File: src/rtl/snn_pkg.sv
// Shared definitions for the SNN input controller: image geometry, FSM states
// and the ASCII encoding used to report the classified digit.
package snn_pkg;

  localparam int NUM_PIXELS = 784;
  localparam int NUM_BYTES  = 98;

  typedef enum logic [2:0] {
    WAIT_BYTE = 3'd0,
    SHIFT     = 3'd1,
    START     = 3'd2,
    RUN       = 3'd3,
    SEND      = 3'd4,
    WAIT_TX   = 3'd5
  } state_t;

  // Digits 0..9 map onto ASCII '0'..'9' by prefixing the high nibble 3.
  function automatic logic [7:0] ascii_digit(input logic [3:0] digit);
    return {4'h3, digit};
  endfunction

endpackage

File: src/rtl/byte_serializer.sv
// Turns one received byte into eight pixel bits, LSB first, and flags the
// eighth bit so the controller knows when the byte is exhausted.
module byte_serializer (
  input  logic       clk,
  input  logic       rst_n,
  input  logic       load,
  input  logic [7:0] data,
  input  logic       shift,
  output logic       bit_out,
  output logic       last
);

  logic [7:0] shift_reg;
  logic [2:0] bit_cnt;

  // NOTE: state registers use non-blocking assignments so every flop samples
  // pre-edge values regardless of statement order.
  always_ff @(posedge clk or negedge rst_n) begin
    if (!rst_n) begin
      shift_reg <= '0;
      bit_cnt   <= '0;
    end else if (load) begin
      shift_reg <= data;
      bit_cnt   <= '0;
    end else if (shift) begin
      shift_reg <= {1'b0, shift_reg[7:1]};
      bit_cnt   <= bit_cnt + 3'd1;
    end
  end

  assign bit_out = shift_reg[0];
  assign last    = (bit_cnt == 3'd7);

endmodule

File: src/rtl/snn_input_ctrl.sv
// Collects a 784-bit image from UART bytes into the input RAM, launches the
// inference engine and sends the resulting digit back as ASCII.
module snn_input_ctrl #(
  parameter  int NUM_PIXELS = snn_pkg::NUM_PIXELS,
  parameter  int NUM_BYTES  = snn_pkg::NUM_BYTES,
  localparam int ADDR_W     = $clog2(NUM_PIXELS + 1)
) (
  input  logic              clk,
  input  logic              rst_n,
  input  logic              rx_rdy,
  input  logic [7:0]        rx_data,
  output logic              clr_rx_rdy,
  output logic              ram_we,
  output logic              ram_d,
  output logic [ADDR_W-1:0] ram_addr,
  input  logic [ADDR_W-1:0] eng_addr,
  output logic              eng_start,
  input  logic              eng_done,
  input  logic [3:0]        eng_digit,
  output logic              tx_start,
  output logic [7:0]        tx_data,
  input  logic              tx_done,
  output logic              busy
);

  import snn_pkg::*;

  localparam int                BYTE_W    = $clog2(NUM_BYTES);
  localparam logic [BYTE_W-1:0] LAST_BYTE = BYTE_W'(NUM_BYTES - 1);

  state_t            state;
  logic [ADDR_W-1:0] pix_addr;
  logic [BYTE_W-1:0] byte_cnt;
  logic [3:0]        digit;
  logic              accept;
  logic              ser_bit;
  logic              ser_last;

  // A pending byte is only taken while idle; elsewhere rx_rdy simply waits.
  assign accept = (state == WAIT_BYTE) && rx_rdy;

  byte_serializer u_ser (
    .clk     (clk),
    .rst_n   (rst_n),
    .load    (accept),
    .data    (rx_data),
    .shift   (state == SHIFT),
    .bit_out (ser_bit),
    .last    (ser_last)
  );

  always_ff @(posedge clk or negedge rst_n) begin
    if (!rst_n) begin
      state    <= WAIT_BYTE;
      pix_addr <= '0;
      byte_cnt <= '0;
      digit    <= '0;
    end else begin
      case (state)
        WAIT_BYTE: if (rx_rdy) state <= SHIFT;
        SHIFT: begin
          pix_addr <= pix_addr + ADDR_W'(1);
          if (ser_last) begin
            if (byte_cnt == LAST_BYTE) begin
              state <= START;
            end else begin
              byte_cnt <= byte_cnt + BYTE_W'(1);
              state    <= WAIT_BYTE;
            end
          end
        end
        START: state <= RUN;
        RUN: begin
          if (eng_done) begin
            digit <= eng_digit;
            state <= SEND;
          end
        end
        SEND: state <= WAIT_TX;
        WAIT_TX: begin
          if (tx_done) begin
            pix_addr <= '0;
            byte_cnt <= '0;
            state    <= WAIT_BYTE;
          end
        end
        default: state <= WAIT_BYTE;
      endcase
    end
  end

  // The RAM belongs to the engine except while pixels are being written.
  assign ram_we     = (state == SHIFT);
  assign ram_d      = ser_bit;
  assign ram_addr   = ram_we ? pix_addr : eng_addr;
  assign clr_rx_rdy = accept;
  assign eng_start  = (state == START);
  assign tx_start   = (state == SEND);
  assign tx_data    = ascii_digit(digit);
  assign busy       = (state != WAIT_BYTE);

endmodule

File: config.mk
export PLATFORM = sky130hd
export DESIGN_NAME = snn_input_ctrl
export DESIGN_NICKNAME = d
export VERILOG_FILES = /design/src/rtl/snn_pkg.sv /design/src/rtl/byte_serializer.sv /design/src/rtl/snn_input_ctrl.sv
export SDC_FILE = /design/constraint.sdc
export NUM_CORES = 1
export LEC_CHECK = 0
export ABC_AREA = 1
export CAP_MARGIN = 40
export CORE_AREA = 2 2 87 56
export DETAILED_ROUTE_END_ITERATION = 10
export DIE_AREA = 0 0 89 58
export HOLD_SLACK_MARGIN = 0.12
export PLACE_DENSITY_LB_ADDON = 0.15
export SLEW_MARGIN = 30
export SYNTH_ARGS = -nofsm -noshare
export SYNTH_HDL_FRONTEND = slang
export SYNTH_SLANG_ARGS = --single-unit
export TNS_END_PERCENT = 1
File: constraint.sdc
create_clock -name clk -period 3.2 [get_ports clk]
set_clock_uncertainty 0.1 [all_clocks]
set_input_delay 0.48 -clock clk [delete_from_list [all_inputs] [get_ports clk]]
set_output_delay 0.48 -clock clk [all_outputs]
set_load 0.05 [all_outputs]
After elaboration in Yosys (flattened, before gate mapping) --
Cells that the tools add are included.
Operators by class: reductions and logical operators 9, add/sub/neg operators 3, equality and inequality tests 12, multiplexer cells 17
Operators by type and width (number):
- 7-bit two-way mux | 3
- 10-bit two-way mux | 2
- 10-bit one-hot mux with 2 select lines | 1
- 3-bit two-way mux | 6
- 3-bit one-hot mux with 6 select lines | 1
- 8-bit two-way mux | 2
- 7-bit one-hot mux with 2 select lines | 1
- 10-bit by 1-bit adder with 10-bit output (second input constant) | 1
- 3-bit equality test (second input constant) | 3
- 2-bit inequality test (second input constant) | 4
- 4-bit AND reduction | 2
- 7-bit by 1-bit adder with 7-bit output (second input constant) | 1
- 7-bit equality test (second input constant) | 1
- 3-bit by 2-bit equality test with 1-bit output (second input constant) | 2
- 2-bit AND reduction | 2
- 2-bit nonzero test | 2
- 3-bit by 1-bit adder with 3-bit output (second input constant) | 1
- 3-bit by 1-bit equality test with 1-bit output (second input constant) | 1
- 3-bit logical NOT | 1
- 3-bit nonzero test | 1
- 2-bit two-way mux | 1
- 2-bit by 1-bit inequality test with 1-bit output (second input constant) | 1
- 1-bit logical AND | 1
Word-level totals: word-level logic and storage cells 47, bits of input ports 27, output and inout port bits 24, register bits 35

Logic depth before layout (Yosys ltp) --
Gate-level depths: netlist of run 1.
depth in word-level cells 4, gate-level depth with buffers 10, mapped depth without buffers 10

Hierarchy --
From an unflattened synthesis of run 1, not the netlist that was laid out.
Unflattened totals: cell total of the unflattened synthesis 295, area, all modules 2157.1 um2
By module, submodules not included:
- snn_input_ctrl | instances 1, cells each 237, seq. area each 600.6 um2, area an instance 1640.3 um2
- byte_serializer | instances 1, cells each 58, seq. area each 275.3 um2, area an instance 516.7 um2

Worst setup path after synthesis of run 1 --
Ideal clock, no wire load.
kind register to output, start register state[1], end output port ram_addr[1], path slack 624 ps, arrival 1996 ps, stages on the path, launching flop included 5, path buffers 1, required time 2620 ps, path through dfrtp_1 inv_2 nand3_2 buf_2 o21ai_0
Between the ends: longest elaborated chain between the ends 2
RTL lines:
- start, declared | RTL line snn_input_ctrl.sv:31 | state_t state;
- start signal, assigned | RTL line snn_input_ctrl.sv:54 | state <= WAIT_BYTE;
- start signal, assigned | RTL line snn_input_ctrl.sv:60 | WAIT_BYTE: if (rx_rdy) state <= SHIFT;
- start signal, assigned | RTL line snn_input_ctrl.sv:65 | state <= START;
- 3-bit by 1-bit equality test with 1-bit output | RTL line snn_input_ctrl.sv:93 | assign ram_we = (state == SHIFT);
- 10-bit two-way mux | RTL line snn_input_ctrl.sv:95 | assign ram_addr = ram_we ? pix_addr : eng_addr;
- end, declared | RTL line snn_input_ctrl.sv:15 | output logic [ADDR_W-1:0] ram_addr,
No other way between the ends.

Worst setup path in the final report of run 1 --
start register state[1], end output port ram_addr[9]
Same word-level chain as after synthesis.

==> results of run 1 <==
## Yosys cell counts
cell | instances | area [sq um]
nand3_4 | 1 | 17.5
xor2_1 | 1 | 8.76
nand2_1 | 87 | 327
inv_1 | 37 | 139
a31oi_1 | 1 | 6.26
nor3_1 | 6 | 30.0
a21oi_2 | 1 | 8.76
nand4_1 | 8 | 50.1
buf_4 | 7 | 52.6
buf_2 | 2 | 10.0
or2_2 | 1 | 6.26
a21oi_1 | 7 | 35.0
a211oi_1 | 2 | 15.0
inv_2 | 4 | 15.0
nand3b_1 | 2 | 15.0
nor2_2 | 2 | 12.5
o21a_1 | 1 | 7.51
conb_1 | 2 | 7.51
nor2_4 | 2 | 22.5
o21bai_1 | 1 | 7.51
nand3_1 | 14 | 70.1
nand2_2 | 2 | 12.5
a21boi_1 | 1 | 7.51
o21ai_0 | 34 | 170
nor2_1 | 18 | 67.6
clkbuf_1 | 1 | 3.75
dfrtp_1 | 35 | 876
ha_1 | 5 | 62.6
nor3b_1 | 1 | 7.51
nand2_4 | 1 | 11.3
nand3_2 | 2 | 20.0
o211ai_1 | 1 | 7.51
## cells by family (layout without fill, tap and decap cells)
group,Yosys count,in the layout,synth area share
compound gates,49,49,0.126
xor+xnor,1,1,0.00415
fa+ha+maj,5,5,0.0297
buf+inv,51,98,0.104
flops,35,35,0.415
other cells,2,4,0.00356
simple gates,147,147,0.317
## final cells by class
class / count / area [sq um] / area share
well taps: 63 / 78.8 / 0.0292
repair buffers: 49 / 483 / 0.179
flip-flops and latches: 35 / 876 / 0.324
clock buffers: 5 / 68.8 / 0.0255
multi-input cells: 206 / 1020 / 0.378
clock inverters: 3 / 20.0 / 0.00741
inverters: 41 / 154 / 0.0570
## layer usage
layer | global-route usage | vias to the layer above
li1 | - | 1018
met1 | 0.297 | 860
met3 | 0.0570 | 7
met4 | 0.0704 | 0
met5 | 0 | -
met2 | 0.303 | 47
## tightest hold or removal path, stage by stage (launching register included)
cell,delay (ps)
dfrtp_1,340
nand2_1,60
nand2_1,50
## power breakdown
| part | switching, uW | internal [uW] |
|---|---|---|
| logic | 890 | 456 |
| registers | 162 | 600 |
| clock network | 176 | 151 |
## through the flow
step / hold WS, ps / setup WS (ps)
finish: 376 / 294
global route: 403 / 104
CTS: 380 / 272
detailed placement: 363 / 491
global placement: 360 / 511
floorplan: 84.4 / 624
## how the worst min path moves through the flow
stage                                    start  cells after the start  slack (ps)                       to
final                     digit[0]$_DFFE_PN0P_                      2         380     digit[0]$_DFFE_PN0P_
after global placement    digit[0]$_DFFE_PN0P_                      2         360     digit[0]$_DFFE_PN0P_
after floorplan                          rst_n                      0          80  byte_cnt[0]$_DFFE_PN0P_
after detailed placement  digit[0]$_DFFE_PN0P_                      2         360     digit[0]$_DFFE_PN0P_
after global routing      digit[1]$_DFFE_PN0P_                      2         400     digit[1]$_DFFE_PN0P_
after CTS                 digit[0]$_DFFE_PN0P_                      2         380     digit[0]$_DFFE_PN0P_
## placed cells by master (no fill, tap or decap), types with 2 or more instances in the layout
cell type / n
buf_4: 3
nand2_2: 2
nand2_1: 87
a21oi_1: 7
inv_1: 37
clkinvlp_4: 2
dfrtp_1: 35
inv_2: 4
nand4_1: 8
nand3b_1: 2
o21ai_0: 34
clkbuf_8: 5
ha_1: 5
nand3_2: 2
nor2_2: 2
nor3_1: 6
a211oi_1: 2
nand3_1: 14
clkdlybuf4s50_1: 46
nor2_4: 2
conb_1: 4
nor2_1: 18
==> qor.yml, run 1 <==
crit_path_max_incr_delay_ps: 840
finalPower_uw: 2440
endpoint: "ram_addr[9]"
largest_register_ffs: 10
drc: 0
worst-path-stages: 4
outcome: "finished, final reports clean"
reg2reg_depth: 9
crit_chain: "inv_2, nand3_2, o21ai_0, clkdlybuf4s50_1"
yosysUniqueCellTypes: 32
crit_start: "state[1]$_DFFE_PN0P_"
detail-route-antenna-nets: 0
wl_per_cell_um: 12.0
utilization: 0.618
tightest_slew_ps: 507
antennaDiodeCount: 0
seq_area_frac_synth: 0.415
row_count: 19
clockBufferDepth: 2
rrSetupSlack_ps: 1370
fillerInstances: 426
grt-ovfl-total: 0
syn_avg_cell_area_sq_um: 7.27
final_area_sq_um: 2700
relSlewSlack: 0.661
drv_slew: 0
syn2layout_area_growth_pct: 28.1
required_ps: 2620
dpl.hpwl_mm: 3.59
fmax_ghz: 0.344
hold_violations: 0
pin_count: 51
syn_area_sq_um: 2110
reg2reg_to: "byte_cnt[1]$_DFFE_PN0P_"
drive_gt1_frac: 0.0796
wl_met3_um: 298
antenna_found_initial: 0
highest_layer: "met4"
drt_iter0_drc: 68
leakage_uw: 0.00135
grt_pass1_vias: 1753
dpl.cell_count: 394
die_w_um: 89
cts_hold_buf: 0
arrival_ps: 2330
cts-root-buf: "clkbuf_8"
dieArea_sq_um: 5160
final_nets: 370
critical_path.top_delay_family: "buffers and inverters"
wirelength_mm: 4.84
drt-met1-wl_mm: 2.62
worst-path-max-fanout: 18
clk_latency_ps: 300
critPathCaptureType: "output pin"
vias: 1932
finalNonFillerCells: 402
path_clk_slew_ps: 80
initial_core_util: 0.482
ctsResizeCount: 0
gp_congestion: 0.813
yosysWarnings: 0
grt_max_degree: 36
numPortBuffers: 46
postSynthCellCount: 290
core_sq_um: 4370
fin_setup_tns_ps: 0
clock_sinks: 35
grt_first_pass_wirelength_mm: 7.96
cts_buffers: 5
setup_violations: 0
dpl_cell_area_sq_um: 2610
dr.pass1.iters: 6
htree_levels: 2
critPathLaunchType: "register"
regToRegStartpoint: "state[2]$_DFFE_PN0P_"
cts_tree: "built"
cp_num_buf_inv: 2
slowest_stage: "clkdlybuf4s50_1"
grtUsageTotal: 0.206
fp.dieH_um: 58
post-cts-setup-buffers: 0
hold_path.class: "reg -> reg"
synth_seq_cells: 35
final.period_utilization: 0.908
rsz0062_at_grt: "no"
via_per_inst: 4.81
max_cap_violations: 0
power.density_nw_per_um2: 901
crit_type: "reg -> out"
irDropWorstVdd_mv: 0.509
period_minus_slack_ps: 2910
dr_wl_met2_mm: 1.85
(Power assumes the default switching activity.)
==> run 2: changes to the inputs <==
Settings changed: CORE_AREA 2 2 87 56 to 2 2 85 54, DIE_AREA 0 0 89 58 to 0 0 87 56.
==> qor.yml, run 2 (synthesis gave the netlist of run 1 again) <==
grt-ovfl-total: 0
path_clk_slew_ps: 70
dr.pass1.iters: 4
gp_congestion: 0.827
dieArea_sq_um: 4870
hold_start: "digit[2]$_DFFE_PN0P_"
cts_hold_buf: 0
via_per_inst: 5.06
switching_share: 0.500
drt_iter0_drc: 131
hold_path.class: "reg -> reg"
cts_buffers: 5
largest_register_ffs: 10
numPortBuffers: 46
outcome: "finished, final reports clean"
regToRegStartpoint: "state[1]$_DFFE_PN0P_"
critPathLaunchType: "register"
crit_type: "reg -> out"
row_count: 18
antenna_found_initial: 0
critPathCaptureType: "output pin"
p_switching_uw: 1210
arrival_ps: 2270
hold_violations: 0
drv_slew: 0
drc: 0
grt_max_degree: 36
clock_sinks: 35
finalNonFillerCells: 389
fin_setup_tns_ps: 0
final_cell_mix: "87 x nand2_1, 46 x clkdlybuf4s50_1, 37 x inv_1, 35 x dfrtp_1, 34 x o21ai_0"
relSlewSlack: 0.656
final_nets: 370
drive_gt1_frac: 0.0767
die_w_um: 87
cp_common_cell: "nand2_1"
worst-path-max-fanout: 17
holdPathEnd: "digit[2]$_DFFE_PN0P_"
reg2reg_to: "u_ser.shift_reg[1]$_DFFE_PN0P_"
ctsResizeCount: 0
leakage_uw: 0.00135
finalPower_uw: 2420
core_sq_um: 4030
utilization: 0.665
pwr-share-clk: 0.131
grt_first_pass_wirelength_mm: 8.25
required_ps: 2620
reg2reg_depth: 6
max_cap_violations: 0
cts-root-buf: "clkbuf_8"
final.period_utilization: 0.890
seqPwrFrac: 0.312
setup_violations: 0
power.density_nw_per_um2: 903
irDropWorstVdd_mv: 0.438
whs_ps: 376
grt_pass1_vias: 1847
wl_per_cell_um: 12.3
final_common_cell: "nand2_1"
tightest_slew_ps: 514
vias: 1967
fmax_ghz: 0.351
fillerInstances: 361
antennaDiodeCount: 0
post-cts-setup-buffers: 0
rsz0062_at_grt: "no"
rrSetupSlack_ps: 1420
clk_latency_ps: 290
power_frac_comb: 0.557
detail-route-antenna-nets: 0
syn2layout_area_growth_pct: 27.1
cts_tree: "built"
critical_path.top_delay_family: "buffers and inverters"
pin_count: 51
htree_levels: 2
dpl.hpwl_mm: 3.62
crit_path_max_incr_delay_ps: 690
fp.dieH_um: 56
clockBufferDepth: 2
crit_chain: "inv_2, nand3_2, buf_4, nand2_1, nand2_1, clkdlybuf4s50_1"
dpl.cell_count: 381
cp_num_buf_inv: 3
internal_power_uw: 1210
period_minus_slack_ps: 2850
grtUsageTotal: 0.216
initial_core_util: 0.523
slowest_stage: "clkdlybuf4s50_1"
min_path_cells: 2
wirelength_mm: 4.78
run 2: metal layers:
metal,share of wire,vias up,track usage,routed length (um)
li1,-,1014,-,-
met1,0.51,891,0.317,2460
met2,0.41,57,0.312,1940
met3,0.071,5,0.0593,342
met4,0.0086,0,0.0603,41
met5,0,-,0,0
run 2: worst min-delay path: stages (launching register included):
cell     delay (ps)
dfrtp_1         350
nand2_1          50
nand2_1          50
run 2: worst max path at each step:
stage | start | end | slack [ps] | cells past startpoint
after floorplan | state[1]$_DFFE_PN0P_ | ram_addr[1] | 620 | 4
after global placement | rx_rdy | clr_rx_rdy | 500 | 4
after detailed placement | rx_rdy | clr_rx_rdy | 450 | 4
after CTS | state[1]$_DFFE_PN0P_ | ram_addr[6] | 320 | 6
after global routing | state[1]$_DFFE_PN0P_ | ram_addr[6] | 220 | 6
final | state[1]$_DFFE_PN0P_ | ram_addr[6] | 350 | 6
run 2: final cells by class:
class / instances / area (sq um) / area share
Tap cell: 50 / 62.6 / 0.0233
Inverter: 41 / 154 / 0.0574
Clock buffer: 6 / 72.6 / 0.0271
Multi-Input combinational cell: 206 / 1020 / 0.381
Sequential cell: 35 / 876 / 0.327
Clock inverter: 2 / 12.5 / 0.00467
Timing Repair Buffer: 49 / 483 / 0.180
run 2: power groups by stage:
stage                     clock, uW  combinational (uW)  sequential [uW]
after CTS                       322                1360              753
after global routing            349                1500              785
after detailed placement          0                1350              762
after global placement            0                1320              755
final                           317                1350              755
after floorplan                   0                 990              726
run 2: stage by stage:
stage                     setup slack, ps  cell area [sq um]
after floorplan                       624               2120
after global placement                502               2600
after detailed placement              452               2600
after CTS                             320               2680
after global routing                  218               2680
final                                 351               2680
